File: config.mk
export PLATFORM = sky130hd
export DESIGN_NAME = uart_rx_flat
export DESIGN_NICKNAME = d
export VERILOG_FILES = /design/src/rtl/uart_rx_if.sv /design/src/rtl/uart_rx.sv /design/src/flat_wrapper.sv
export SDC_FILE = /design/constraint.sdc
export NUM_CORES = 1
export LEC_CHECK = 0
export ABC_AREA = 1
export CELL_PAD_IN_SITES_DETAIL_PLACEMENT = 2
export CELL_PAD_IN_SITES_GLOBAL_PLACEMENT = 2
export CORE_MARGIN = 2
export CORE_UTILIZATION = 36
export CTS_CLUSTER_SIZE = 10
export DETAILED_ROUTE_END_ITERATION = 6
export GPL_TIMING_DRIVEN = 0
export PLACE_DENSITY_LB_ADDON = 0.1
export REMOVE_ABC_BUFFERS = 1
export SLEW_MARGIN = 15
export SYNTH_ARGS = -nofsm -noshare
export SYNTH_HDL_FRONTEND = slang
export SYNTH_SLANG_ARGS = --single-unit
File: constraint.sdc
create_clock -name clk -period 3.98 [get_ports clk]
set_input_delay 0.796 -clock clk [delete_from_list [all_inputs] [get_ports clk]]
set_output_delay 0.796 -clock clk [all_outputs]
set_load 0.005 [all_outputs]
File: src/rtl/uart_rx_if.sv
// uart_rx_if: holding-register handshake between the receiver and its consumer
interface uart_rx_if;
    logic       read;
    logic [7:0] data;
    logic       rxrdy;
    logic       frame_err;
    logic       overrun;
    modport master (input read, output data, rxrdy, frame_err, overrun);
    modport slave (output read, input data, rxrdy, frame_err, overrun);
endinterface

File: src/rtl/uart_rx.sv
// uart_rx: 8N1 serial receiver with mid-bit sampling and a ready/read holding register
module uart_rx #(
    parameter int CLKS_PER_BIT = 5208,
    parameter int HALF_BIT     = CLKS_PER_BIT / 2
) (
    input  logic       clk,
    input  logic       rst,
    input  logic       rx,
    uart_rx_if.master  bus
);
    typedef enum logic [2:0] {IDLE, START, DATA, STOP, BRK} state_t;
    localparam logic [12:0] LAST = 13'(CLKS_PER_BIT - 1);
    localparam logic [12:0] HB   = 13'(HALF_BIT);
    state_t      state, nxt;
    logic [1:0]  sync;
    logic [12:0] cnt;
    logic [2:0]  idx;
    logic [7:0]  sh;
    logic        load_p, stop_s, rx_s, tick, run;
    assign rx_s = sync[1];
    assign tick = cnt == LAST;
    assign run  = state inside {START, DATA, STOP};
    always_comb begin
        nxt = state;
        case (state)
            IDLE:    nxt = rx_s ? IDLE : START;
            START:   nxt = cnt != HB ? START : rx_s ? IDLE : DATA;
            DATA:    nxt = tick && idx == 3'd7 ? STOP : DATA;
            STOP:    nxt = !tick ? STOP : rx_s ? IDLE : BRK;
            BRK:     nxt = rx_s ? IDLE : BRK;
            default: nxt = IDLE;
        endcase
    end
    always_ff @(posedge clk) begin
        if (rst) begin
            sync          <= 2'b11;
            state         <= IDLE;
            cnt           <= '0;
            idx           <= '0;
            sh            <= '0;
            load_p        <= 1'b0;
            stop_s        <= 1'b1;
            bus.data      <= '0;
            bus.rxrdy     <= 1'b0;
            bus.frame_err <= 1'b0;
            bus.overrun   <= 1'b0;
        end else begin
            sync   <= {sync[0], rx};
            state  <= nxt;
            // the counter also restarts after every data sample so each bit gets a full period
            cnt    <= (nxt != state || (state == DATA && tick) || !run) ? '0 : cnt + 13'd1;
            idx    <= state == DATA ? idx + 3'(tick) : '0;
            load_p <= state == STOP && tick;
            if (state == DATA && tick) sh <= {rx_s, sh[7:1]};
            if (state == STOP && tick) stop_s <= rx_s;
            if (load_p && (!bus.rxrdy || bus.read)) begin
                bus.data      <= sh;
                bus.frame_err <= !stop_s;
                bus.rxrdy     <= 1'b1;
                bus.overrun   <= 1'b0;
            end else if (load_p) begin
                bus.overrun   <= 1'b1;
            end else if (bus.read && bus.rxrdy) begin
                bus.rxrdy     <= 1'b0;
                bus.overrun   <= 1'b0;
            end
        end
    end
endmodule
File: src/flat_wrapper.sv
// flat-port wrapper written by rule: the top's interface ports become plain ports
module uart_rx_flat 
#(
    parameter int CLKS_PER_BIT = 5208,
    parameter int HALF_BIT     = CLKS_PER_BIT / 2
)
  (clk, rst, rx, bus_read, bus_data, bus_rxrdy, bus_frame_err, bus_overrun);
  uart_rx_if bus_i ();
  input  logic clk;
  input  logic rst;
  input  logic rx;
  input wire logic [$bits(bus_i.read)-1:0] bus_read;
  output wire logic [$bits(bus_i.data)-1:0] bus_data;
  output wire logic [$bits(bus_i.rxrdy)-1:0] bus_rxrdy;
  output wire logic [$bits(bus_i.frame_err)-1:0] bus_frame_err;
  output wire logic [$bits(bus_i.overrun)-1:0] bus_overrun;
  assign bus_i.read = bus_read;
  assign bus_data = bus_i.data;
  assign bus_rxrdy = bus_i.rxrdy;
  assign bus_frame_err = bus_i.frame_err;
  assign bus_overrun = bus_i.overrun;
  uart_rx #(.CLKS_PER_BIT(CLKS_PER_BIT), .HALF_BIT(HALF_BIT)) u_core (.clk(clk), .rst(rst), .rx(rx), .bus(bus_i));
endmodule
Word level (Yosys, flattened, before mapping)
Cells that the tools add are included.
{ "classes": {"n_addsub": 2, "eq_ne": 9, "mux": 11, "n_bitwise": 1, "n_reduce_logical": 19} }
{ "ops": {"columns": ["op", "count"], "rows": [
  ["one-hot mux 3 bit (5 select lines)", 1],
  ["adder 13 x 1 -> 13 bit, second input constant", 1],
  ["equality test 13 bit, second input constant", 1],
  ["!= test 13 x 12 -> 1 bit, second input constant", 1],
  ["two-way mux 3 bit", 3],
  ["equality test 3 x 2 -> 1 bit, second input constant", 2],
  ["equality test 3 bit, second input constant", 2],
  ["two-way mux 1 bit", 6],
  ["OR reduction 2 bit", 3],
  ["logical AND 1 bit", 5],
  ["nonzero test 2 bit", 2],
  ["adder 3 x 1 -> 3 bit", 1],
  ["equality test 3 x 1 -> 1 bit, second input constant", 1],
  ["logical NOT 1 bit", 3],
  ["logical NOT 3 bit", 1],
  ["logical OR 1 bit", 3],
  ["!= test 3 bit", 1],
  ["nonzero test 3 bit", 1],
  ["two-way mux 2 bit", 1],
  ["!= test 2 bit, second input constant", 1],
  ["AND reduction 2 bit", 1],
  ["inverter 1 bit", 1]
]} }
{ "word_totals": {"register_bits": 42, "in_bits": 4, "out_inout_bits": 11, "word_cells": 53} }

Logic depth before layout (Yosys ltp)
Gate-level depths: netlist of run 1.
{ "depth": {"ltp_word": 8, "depth_mapped": 12, "ltp_nobuf": 11} }

Least setup slack after synthesis of run 1
Ideal clock, no wire load.
{ "synth_timing": {"path_type": "flip-flop to flip-flop", "startpoint": "register u_core.cnt[0]", "endpoint": "register u_core.cnt[9]", "setup_ps": 120, "arrival_ps": 1486, "required_ps": 3860, "setup_slack_ps": 2375, "path_stages_with_launch": 12, "n_path_buf": 1, "period_less_slack_ps": 1605, "path_cell_list": "dfxtp_1 ha_1 nand2_1 nor2_1 nand3_4 nand2_2 nand2_1 a31oi_1 inv_1 nand2_2 buf_12 nor2_4"} }
{ "synth_via": {"elab_chain_cells": 8, "elab_cells_between_ends": 13, "cone_classes": "add/sub (1); eq/ne (3); mux (4); reduce/logical (5)"} }
{ "synth_lines": {"columns": ["element", "line_no", "rtl"], "rows": [
  ["start, declared", "uart_rx.sv:16", "logic [12:0] cnt;"],
  ["start signal, assigned", "uart_rx.sv:51", "cnt <= (nxt != state || (state == DATA && tick) || !run) ? '0 : cnt + 13'd1;"],
  ["equality test 13 bit", "uart_rx.sv:21", "assign tick = cnt == LAST;"],
  ["logical AND 1 bit", "uart_rx.sv:28", "DATA: nxt = tick && idx == 3'd7 ? STOP : DATA;"],
  ["two-way mux 1 bit", "uart_rx.sv:28", null],
  ["one-hot mux 3 bit (5 select lines)", "uart_rx.sv:25", "case (state)"],
  ["!= test 3 bit", "uart_rx.sv:51", null],
  ["logical OR 1 bit (2 in a row)", "uart_rx.sv:51", null],
  ["OR reduction 2 bit (no line)", null, null]
]} }
Parallel ways exist; a longest one is shown, timed or not.
A chain may end at the register's enable or synchronous reset.

Final worst setup path of run 1
{ "layout_timing": {"startpoint": "input port rst", "endpoint": "register u_core.cnt[12]"} }
{ "layout_via": {"elab_chain_cells": 1} }
{ "layout_lines": {"columns": ["element", "line_no", "rtl"], "rows": [
  ["start, declared", "flat_wrapper.sv:10", "input logic rst;"],
  ["OR reduction 2 bit (no line)", null, null]
]} }
Every way passes these cells.

==> results of run 1 <==
==> cell usage after synthesis (all sizes together) <==
| cell | instances | area share [%] |
|---|---|---|
| inv | 39 | 7.7 |
| and3 | 2 | 0.72 |
| buf | 2 | 1.4 |
| clkbuf | 3 | 0.59 |
| dfxtp | 42 | 44 |
| nor2 | 51 | 13 |
| a21oi | 9 | 2.4 |
| ha | 4 | 2.6 |
| xnor2 | 2 | 0.92 |
| nand2 | 33 | 6.9 |
| o21ai | 10 | 2.6 |
| o211ai | 1 | 0.39 |
| nor3 | 7 | 2.4 |
| nand4 | 7 | 2.3 |
| nand3 | 9 | 3.3 |
| xor2 | 10 | 4.6 |
| a31oi | 1 | 0.33 |
| a211oi | 9 | 3.5 |
| or2 | 2 | 0.65 |
==> metal layers <==
layer / vias up / wire length [microns] / track usage [%]
met3: 5 / 100 / 3.294
met1: 759 / 2305 / 22.15
met2: 13 / 2207 / 28.25
met5: - / 0 / 0
met4: 0 / 46 / 6.000
li1: 798 / - / -
==> path summary, 6_finish.rpt <==
check                                                from                        end  slack (ps)  depth (start not counted)
worst max register to register   u_core.cnt[0]$_SDFF_PP0_  u_core.cnt[12]$_SDFF_PP0_        1990                         10
worst min-delay path            u_core.sync[0]$_SDFF_PP1_  u_core.sync[1]$_SDFF_PP1_         410                          1
worst max-delay path                                  rst  u_core.cnt[12]$_SDFF_PP0_        1620                          6
worst min register to register  u_core.sync[0]$_SDFF_PP1_  u_core.sync[1]$_SDFF_PP1_         410                          1
==> logic make-up after synthesis <==
kind of cell    synth area share (%)
compound gates                 9.222
xor+xnor                       5.494
fa+ha+maj                      2.616
buf+inv                        9.680
flops                          43.95
simple gates                   29.04
==> area by class of cell <==
cell class | instances | share of cell area, %
Timing Repair Buffer | 14 | 6.346
Clock inverter | 1 | 1.360
Clock buffer | 7 | 3.456
Tap cell | 70 | 3.966
Sequential cell | 42 | 38.07
Inverter | 39 | 6.629
Multi-Input combinational cell | 157 | 40.17
==> power breakdown <==
part	total [mW]	leakage, nW	internal (mW)	switching, mW
Sequential	0.423	0.339	0.422	0.00175
Clock	0.339	0.0524	0.188	0.151
Combinational	0.0194	0.432	0.00661	0.0128
==> registers in the layout, indices dropped and copies added, names as in the netlist <==
register / count
u_core.bus.data: 8
u_core.bus.frame_err: 1
u_core.bus.overrun: 1
u_core.bus.rxrdy: 1
u_core.cnt: 13
u_core.idx: 3
u_core.load_p: 1
u_core.sh: 8
u_core.state: 3
u_core.stop_s: 1
u_core.sync: 2
==> worst max-delay path, delay by kind of cell <==
kind / cells / cell delay [ps]
simple gates: 5 / 1070
buf+inv: 1 / 710
==> stage by stage <==
| step | hold WS (ps) | std cells |
|---|---|---|
| 2_1_floorplan | 389.5 | 238 |
| 3_3_place_gp | 394.3 | 322 |
| 3_5_place_dp | 399.8 | 322 |
| 4_1_cts | 418.8 | 330 |
| 5_1_grt | 436.7 | 330 |
| 6_report | 414.8 | 330 |
==> results.cfg, run 1 <==
[run_status]
outcome = finished clean

[worst_setup_path]
cp-end-kind = register
worstSetupStartpointType = input port
required_ps = 4200
cp_max_fo = 16
cpMaxStageDelayCell = clkdlybuf4s50_1
path_cells = clkdlybuf4s50_1 -> nor3_1 -> nand4_1 -> nor2_2 -> nand2_2 -> nor2_1
max_stage_delay_ps = 710
cp.arrival_ps = 2580
critPathKind = in -> reg

[die]
pin_count = 15
dieArea_sq_um = 5914
start_util_pct = 37.46
die_y_microns = 76.90
die_w_microns = 76.90
core_area_sq_um = 5107
core.rowCount = 26

[grt]
grt_pass1_wl_microns = 8031
antenna_found_initial = 0
grt_pass1_vias = 1681
grt_util_all_layers_pct = 17.07
grt_overflow = 0
grt_max_degree = 18

[clocking]
cts_tree = done
cts_htree_levels = 2
clock_path_buffers = 2
cts_buffers = 5
clk_latency_ps = 300
post-cts-setup-buffers = 0
clock_sinks = 42
clkTransAtPathRegs_ps = 80
cts_hold_buf = 0
ctsResizeCount = 0
root_buffer = clkbuf_8

[synth]
ys_types = 28
ys_ff_latch = 42
ys_seq_area_share_pct = 43.95
avgSynthCellArea_sq_um = 7.873
synth_cells = 243
synth_warnings = 0
synth_area_sq_um = 1913

[cells_and_area]
n_antenna_cell = 0
area_delta_synth_final_pct = 15.44
multiInputGateArea_sq_um = 887.1
stdcell_area_sq_um = 2208
layout.cells.most_common = dfxtp_1
fin_nets = 267
drive_gt1_share_pct = 11.92
utilization_pct = 43.24
seq_area_sq_um = 840.8
final_cell_mix = dfxtp_1 (42), inv_1 (38), nor2_1 (37)
nFillCells = 612

[sta]
period_minus_slack_ps = 2356
period_share_pct = 59.21
fmax_mhz = 424.4
drv_slew = 0
maxSlewHeadroom_pct = 60.66
finalClockSkew_ps = 4.797
finalHoldViolCount = 0
rsz0062_at_grt = no
tightest_slew_ps = 588.3
finalSetupViolCount = 0
finalSetupTns_ps = 0
fin_ws_ps = 1624

[power]
cellPowerDensity_nw_per_um2 = 353.9
ir_drop_mv = 0.2220
p_leak_nw = 0.8232
total_power_mw = 0.7816

[worst_hold_path]
hp-class = reg -> reg

[place]
place.gp.congestion = 0.7749
dpl.hpwl_microns = 3450
port_buffers = 14
post-place-ws_ps = 1330
place_area_sq_um = 2102

[run]
cap_viol_max_count = 0

[drt]
dr_total_vias = 1575
avgRoutedWirePerCell_microns = 14.12
wl_microns = 4660
drt-initial-drc-count = 25
drt_pass1_iterations = 4
ant_nets = 0
post-route-drc-count = 0
avgViaCountPerCell = 4.773
No activity file was read; power rests on OpenSTA's default activity.
==> run 2: changes to the inputs <==
- CORE_UTILIZATION: 36 -> 30
- clock period: 3.98 -> 2 ns (I/O delays scaled with it)
==> run 2 against run 1 <==
  * Sequential cell count did not move
  * First-iteration DRC count shrank 28%
  * Hold slack improved by 3.9 ps
  * Die area increased by 19%
  * Setup slack lost 1500 ps
  * Sequential power increased by 99%
  * Critical path depth is the same
  * Sequential share of layout area decreased by 0.62 points
  * Core utilization fell by 7.3 points
  * Routed wire length down 2.1%
==> results.cfg, run 2 (synthesis gave the netlist of run 1 again) <==
[run_status]
outcome = finished clean

[grt]
grt_overflow = 0
grt_max_degree = 18
grt_pass1_vias = 1638
grt_util_all_layers_pct = 13.94
antenna_found_initial = 0
grt_pass1_wl_microns = 7803

[cells_and_area]
fin_nets = 267
reg_top3 = u_core.cnt (13), u_core.bus.data (8), u_core.sh (8)
drive_gt1_share_pct = 13.85
top_register = u_core.cnt
layout.cells.most_common = dfxtp_1
final_cell_mix = dfxtp_1 (42), inv_1 (38), nor2_1 (35)
nFillCells = 742
largest_reg_flops = 13
area_delta_synth_final_pct = 17.33
n_antenna_cell = 0

[clocking]
cts_hold_buf = 0
clkTransAtPathRegs_ps = 90
cts_buffers = 5
clock_sinks = 42
clock_path_buffers = 2
root_buffer = clkbuf_8
clk_latency_ps = 290
cts_htree_levels = 2
cts_tree = done

[drt]
wl_microns = 4560
post-route-drc-count = 0
drt_pass1_iterations = 4
ant_nets = 0
dr_total_vias = 1572
drt-initial-drc-count = 18
avgRoutedWirePerCell_microns = 13.53
avgViaCountPerCell = 4.665

[sta]
finalHoldViolCount = 0
drv_slew = 0
finalSetupViolCount = 0
period_minus_slack_ps = 1864
rsz0062_at_grt = no
finalClockSkew_ps = 6.645
maxSlewHeadroom_pct = 54.31
period_share_pct = 93.22
fmax_mhz = 536.4
tightest_slew_ps = 683.2
fin_hold_ws_ps = 418.7

[die]
pin_count = 15
die_w_microns = 83.86
core_area_sq_um = 6241
core.rowCount = 29
dieArea_sq_um = 7032
start_util_pct = 30.65
die_y_microns = 83.86

[worst_setup_path]
required_ps = 2230
crit_top_cell = nor2_2
cp.arrival_ps = 2090
path_cells = clkdlybuf4s50_1 -> nor3_1 -> nand4_1 -> nor2_2 -> nand2_8 -> nor2_2
crit_end = u_core.cnt[5]$_SDFF_PP0_
crit_family = simple AND/OR/NAND/NOR gates
worstSetupStartpointType = input port
cp-end-kind = register
cp_num_cells = 6
cp_max_fo = 16
path_buf_inv = 1
critPathKind = in -> reg
crit_start = rst
reg2reg_depth = 10
worstReg2RegStart = u_core.cnt[0]$_SDFF_PP0_
r2r_end = u_core.cnt[7]$_SDFF_PP0_
r2r_slack_ps = 240
cpMaxStageDelayCell = clkdlybuf4s50_1
max_stage_delay_ps = 760

[power]
ir_drop_mv = 0.3388
p_leak_nw = 0.8283
total_power_mw = 1.571
cellPowerDensity_nw_per_um2 = 699.9

[place]
dpl.hpwl_microns = 3527
place.gp.congestion = 0.8094
port_buffers = 14

[run]
cap_viol_max_count = 0

[worst_hold_path]
hp-class = reg -> reg
[run 2: cell types whose count changed in the layout (fill, tap and decap cells not counted), sizes merged]
cell,change
clkinv,+1
inv,+1
clkbuf,-2
[run 2: metal layers]
layer | vias to the layer above | share of wire, % | wire length, microns | global-route usage [%]
met5 | - | 0 | 0 | 0
met4 | 0 | 1.5 | 70 | 5.718
met3 | 5 | 2.1 | 98 | 2.374
met2 | 17 | 46 | 2090 | 22.04
met1 | 755 | 50 | 2300 | 18.87
li1 | 795 | - | - | -
[run 2: through the flow]
stage	std cells	cell area, sq um	setup TNS [ps]	setup WS (ps)	utilization, %
after floorplan	238	1874	0	339.0	-
after global placement	329	2111	-5104	-266.6	33.82
after detailed placement	329	2111	-4527	-276.7	33.82
after CTS	337	2228	0	64.17	35.71
after global routing	337	2245	0	16.34	35.97
final	337	2245	0	135.6	35.97
[run 2: report_power, final]
| part | total (mW) | switching (mW) | internal (mW) |
|---|---|---|---|
| registers | 0.842 | 0.00306 | 0.839 |
| logic | 0.0414 | 0.0272 | 0.0142 |
| clock network | 0.688 | 0.313 | 0.375 |
[run 2: worst min-delay path by stage]
| stage | end | from | depth (start not counted) | slack, ps |
|---|---|---|---|---|
| finish | u_core.sync[1]$_SDFF_PP1_ | u_core.sync[0]$_SDFF_PP1_ | 1 | 420 |
| floorplan | u_core.sync[1]$_SDFF_PP1_ | u_core.sync[0]$_SDFF_PP1_ | 1 | 390 |
| CTS | u_core.sync[1]$_SDFF_PP1_ | u_core.sync[0]$_SDFF_PP1_ | 1 | 420 |
| detailed placement | u_core.sync[1]$_SDFF_PP1_ | u_core.sync[0]$_SDFF_PP1_ | 1 | 400 |
| global route | u_core.sync[1]$_SDFF_PP1_ | u_core.sync[0]$_SDFF_PP1_ | 1 | 430 |
| global placement | u_core.sync[1]$_SDFF_PP1_ | u_core.sync[0]$_SDFF_PP1_ | 1 | 390 |
[run 2: worst register-to-register path, cell delays in order (launching register included)]
cell and delay, ps:
dfxtp_1 400, ha_2 250, nand2_1 60, nor2_1 190
nand3_4 120, nand2_2 100, nand2_1 60, a31oi_1 150
inv_1 120, nand2_8 150, nor2_1 60
[run 2: cell type report]
cell class / count / area (sq um) / share of cell area, %
clock buffer: 5 / 68.82 / 3.066
inverter: 39 / 146.4 / 6.522
clock inverter: 3 / 43.79 / 1.951
timing repair buffer: 14 / 140.1 / 6.243
multi-input combinational: 157 / 908.4 / 40.47
sequential: 42 / 840.8 / 37.46
tap: 77 / 96.34 / 4.292
[run 2: what timing repair did]
| action | in CTS | in global routing |
|---|---|---|
| gates cloned | 0 | 0 |
| endpoints found under the hold margin | 0 | 0 |
| resized for setup | 1 | 4 |
| setup buffers | 0 | 0 |
| endpoints found under the setup margin | 13 | 13 |
==> run 3: changes to the inputs <==
- CORE_ASPECT_RATIO: unset -> 1.1
==> run 3 against run 2 <==
  * Clock skew is 3.5 ps higher
  * Sequential cell count stayed put
  * Clock-buffer cell count rose by 1
  * Critical endpoint is now u_core.cnt[8]$_SDFF_PP0_
  * First-iteration DRC count grew to 2.6 times the previous value
  * Cell count increased by 0.89%
  * Critical path depth unchanged
  * Largest power group unchanged
  * Global-route usage is 0.73 points higher
==> results.cfg, run 3 (synthesis gave the netlist of run 1 again) <==
[drt]
avgViaCountPerCell = 4.718
dr_total_vias = 1604
ant_nets = 0
drt-initial-drc-count = 47
wl_microns = 4541
post-route-drc-count = 0
drt_pass1_iterations = 4
avgRoutedWirePerCell_microns = 13.36

[cells_and_area]
fin_nets = 267
largest_reg_flops = 13
stdcell_count = 340
final_cell_mix = dfxtp_1 (42), inv_1 (38), nor2_1 (35)
layout.cells.most_common = dfxtp_1
reg_top3 = u_core.cnt (13), u_core.bus.data (8), u_core.sh (8)
top_register = u_core.cnt
n_antenna_cell = 0
area_delta_synth_final_pct = 17.40
drive_gt1_share_pct = 13.46

[run_status]
outcome = finished clean

[clocking]
clock_sinks = 42
clock_path_buffers = 2
root_buffer = clkbuf_8
cts_htree_levels = 2
cts_hold_buf = 0
clkTransAtPathRegs_ps = 80
cts_buffers = 5
clk_latency_ps = 300
cts_tree = done

[worst_setup_path]
cpMaxStageDelayCell = clkdlybuf4s50_1
cp.arrival_ps = 2090
cp-end-kind = register
r2r_slack_ps = 170
critPathKind = in -> reg
path_cells = clkdlybuf4s50_1 -> nor3_1 -> nand4_1 -> nor2_2 -> nand2_8 -> nor2_1
r2r_end = u_core.cnt[8]$_SDFF_PP0_
max_stage_delay_ps = 740
path_buf_inv = 1
required_ps = 2230
worstReg2RegStart = u_core.cnt[0]$_SDFF_PP0_
crit_family = simple AND/OR/NAND/NOR gates
cp_max_fo = 16
worstSetupStartpointType = input port
reg2reg_depth = 10

[place]
place.gp.congestion = 0.6809
post-place-ws_ps = -320.8
dpl.hpwl_microns = 3435
place_inst = 332
port_buffers = 14

[run]
cap_viol_max_count = 0

[sta]
rsz0062_at_grt = no
drv_slew = 0
period_share_pct = 93.02
fin_hold_ws_ps = 421.9
finalClockSkew_ps = 10.12
fin_ws_ps = 139.6
tightest_slew_ps = 647.2
finalSetupViolCount = 0
fmax_mhz = 537.5
finalHoldViolCount = 0
period_minus_slack_ps = 1860
maxSlewHeadroom_pct = 56.72

[die]
die_w_microns = 80.14
core.rowCount = 30
die_y_microns = 87.76
core_area_sq_um = 6156
pin_count = 15
start_util_pct = 31.08
dieArea_sq_um = 7033

[grt]
grt_pass1_wl_microns = 7914
grt_overflow = 0
antenna_found_initial = 0
grt_max_degree = 18
grt_util_all_layers_pct = 14.67
grt_pass1_vias = 1716

[power]
ir_drop_mv = 0.2628
p_sw_mw = 0.3428
combPwrFrac_pct = 2.6
total_power_mw = 1.569
p_leak_nw = 0.8212
swShare_pct = 21.85
pwr-share-clk_pct = 43.7
p_seq_share_pct = 53.7
intPower_mw = 1.226
cellPowerDensity_nw_per_um2 = 698.5

[worst_hold_path]
whs_endpoint = u_core.sync[1]$_SDFF_PP1_
min_path_cells = 1
hp-start = u_core.sync[0]$_SDFF_PP1_
hp-class = reg -> reg
[run 3: changes by cell type in the layout (fill, tap and decap cells not counted)]
cell,change
clkinvlp_4,+1
clkinv_2,-1
clkbuf_1,+1
inv_6,-1
[run 3: worst max-delay path by stage]
stage	cells past startpoint	start	slack, ps	to
3_3_place_gp	6	rst	-260	u_core.cnt[12]$_SDFF_PP0_
3_5_place_dp	6	rst	-320	u_core.cnt[8]$_SDFF_PP0_
4_1_cts	10	u_core.cnt[0]$_SDFF_PP0_	20	u_core.cnt[8]$_SDFF_PP0_
2_1_floorplan	10	u_core.cnt[0]$_SDFF_PP0_	340	u_core.cnt[12]$_SDFF_PP0_
5_1_grt	6	rst	0.3	u_core.cnt[8]$_SDFF_PP0_
6_report	6	rst	140	u_core.cnt[8]$_SDFF_PP0_
[run 3: per-stage QoR]
step | utilization (%) | TNS (ps) | instance area, sq um
after floorplan | - | 0 | 1874
after global placement | 34.35 | -4384 | 2115
after detailed placement | 34.35 | -4817 | 2115
after CTS | 36.36 | 0 | 2238
after global routing | 36.48 | 0 | 2246
final | 36.48 | 0 | 2246
[run 3: power by group through the flow]
| stage | Sequential [mW] | Combinational (mW) | Clock (mW) |
|---|---|---|---|
| 6_report | 0.842 | 0.0407 | 0.686 |
| 5_1_grt | 0.843 | 0.0459 | 0.737 |
| 2_1_floorplan | 0.861 | 0.0205 | 0 |
| 3_3_place_gp | 0.862 | 0.0378 | 0 |
| 4_1_cts | 0.842 | 0.0424 | 0.711 |
| 3_5_place_dp | 0.862 | 0.0389 | 0 |
[run 3: per-layer routing]
metal	routed length [microns]	GRT usage (%)	up-vias
met4	66	5.547	0
met2	2229	25.30	14
met3	126	3.814	7
li1	-	-	795
met1	2119	17.51	788
met5	0	0	-
[run 3: cell type report]
class	count	area, sq um
fillers	730	3910
multi-input cells	157	908.4
flip-flops and latches	42	840.8
inverters	39	146.4
repair buffers	14	140.1
well taps	80	100.1
clock buffers	6	72.57
clock inverters	2	37.54
[run 3: repair_timing]
item	CTS	global route
buffers inserted	0	0
endpoints found under the setup margin	13	13
gates resized for setup	2	3
cloned	0	0
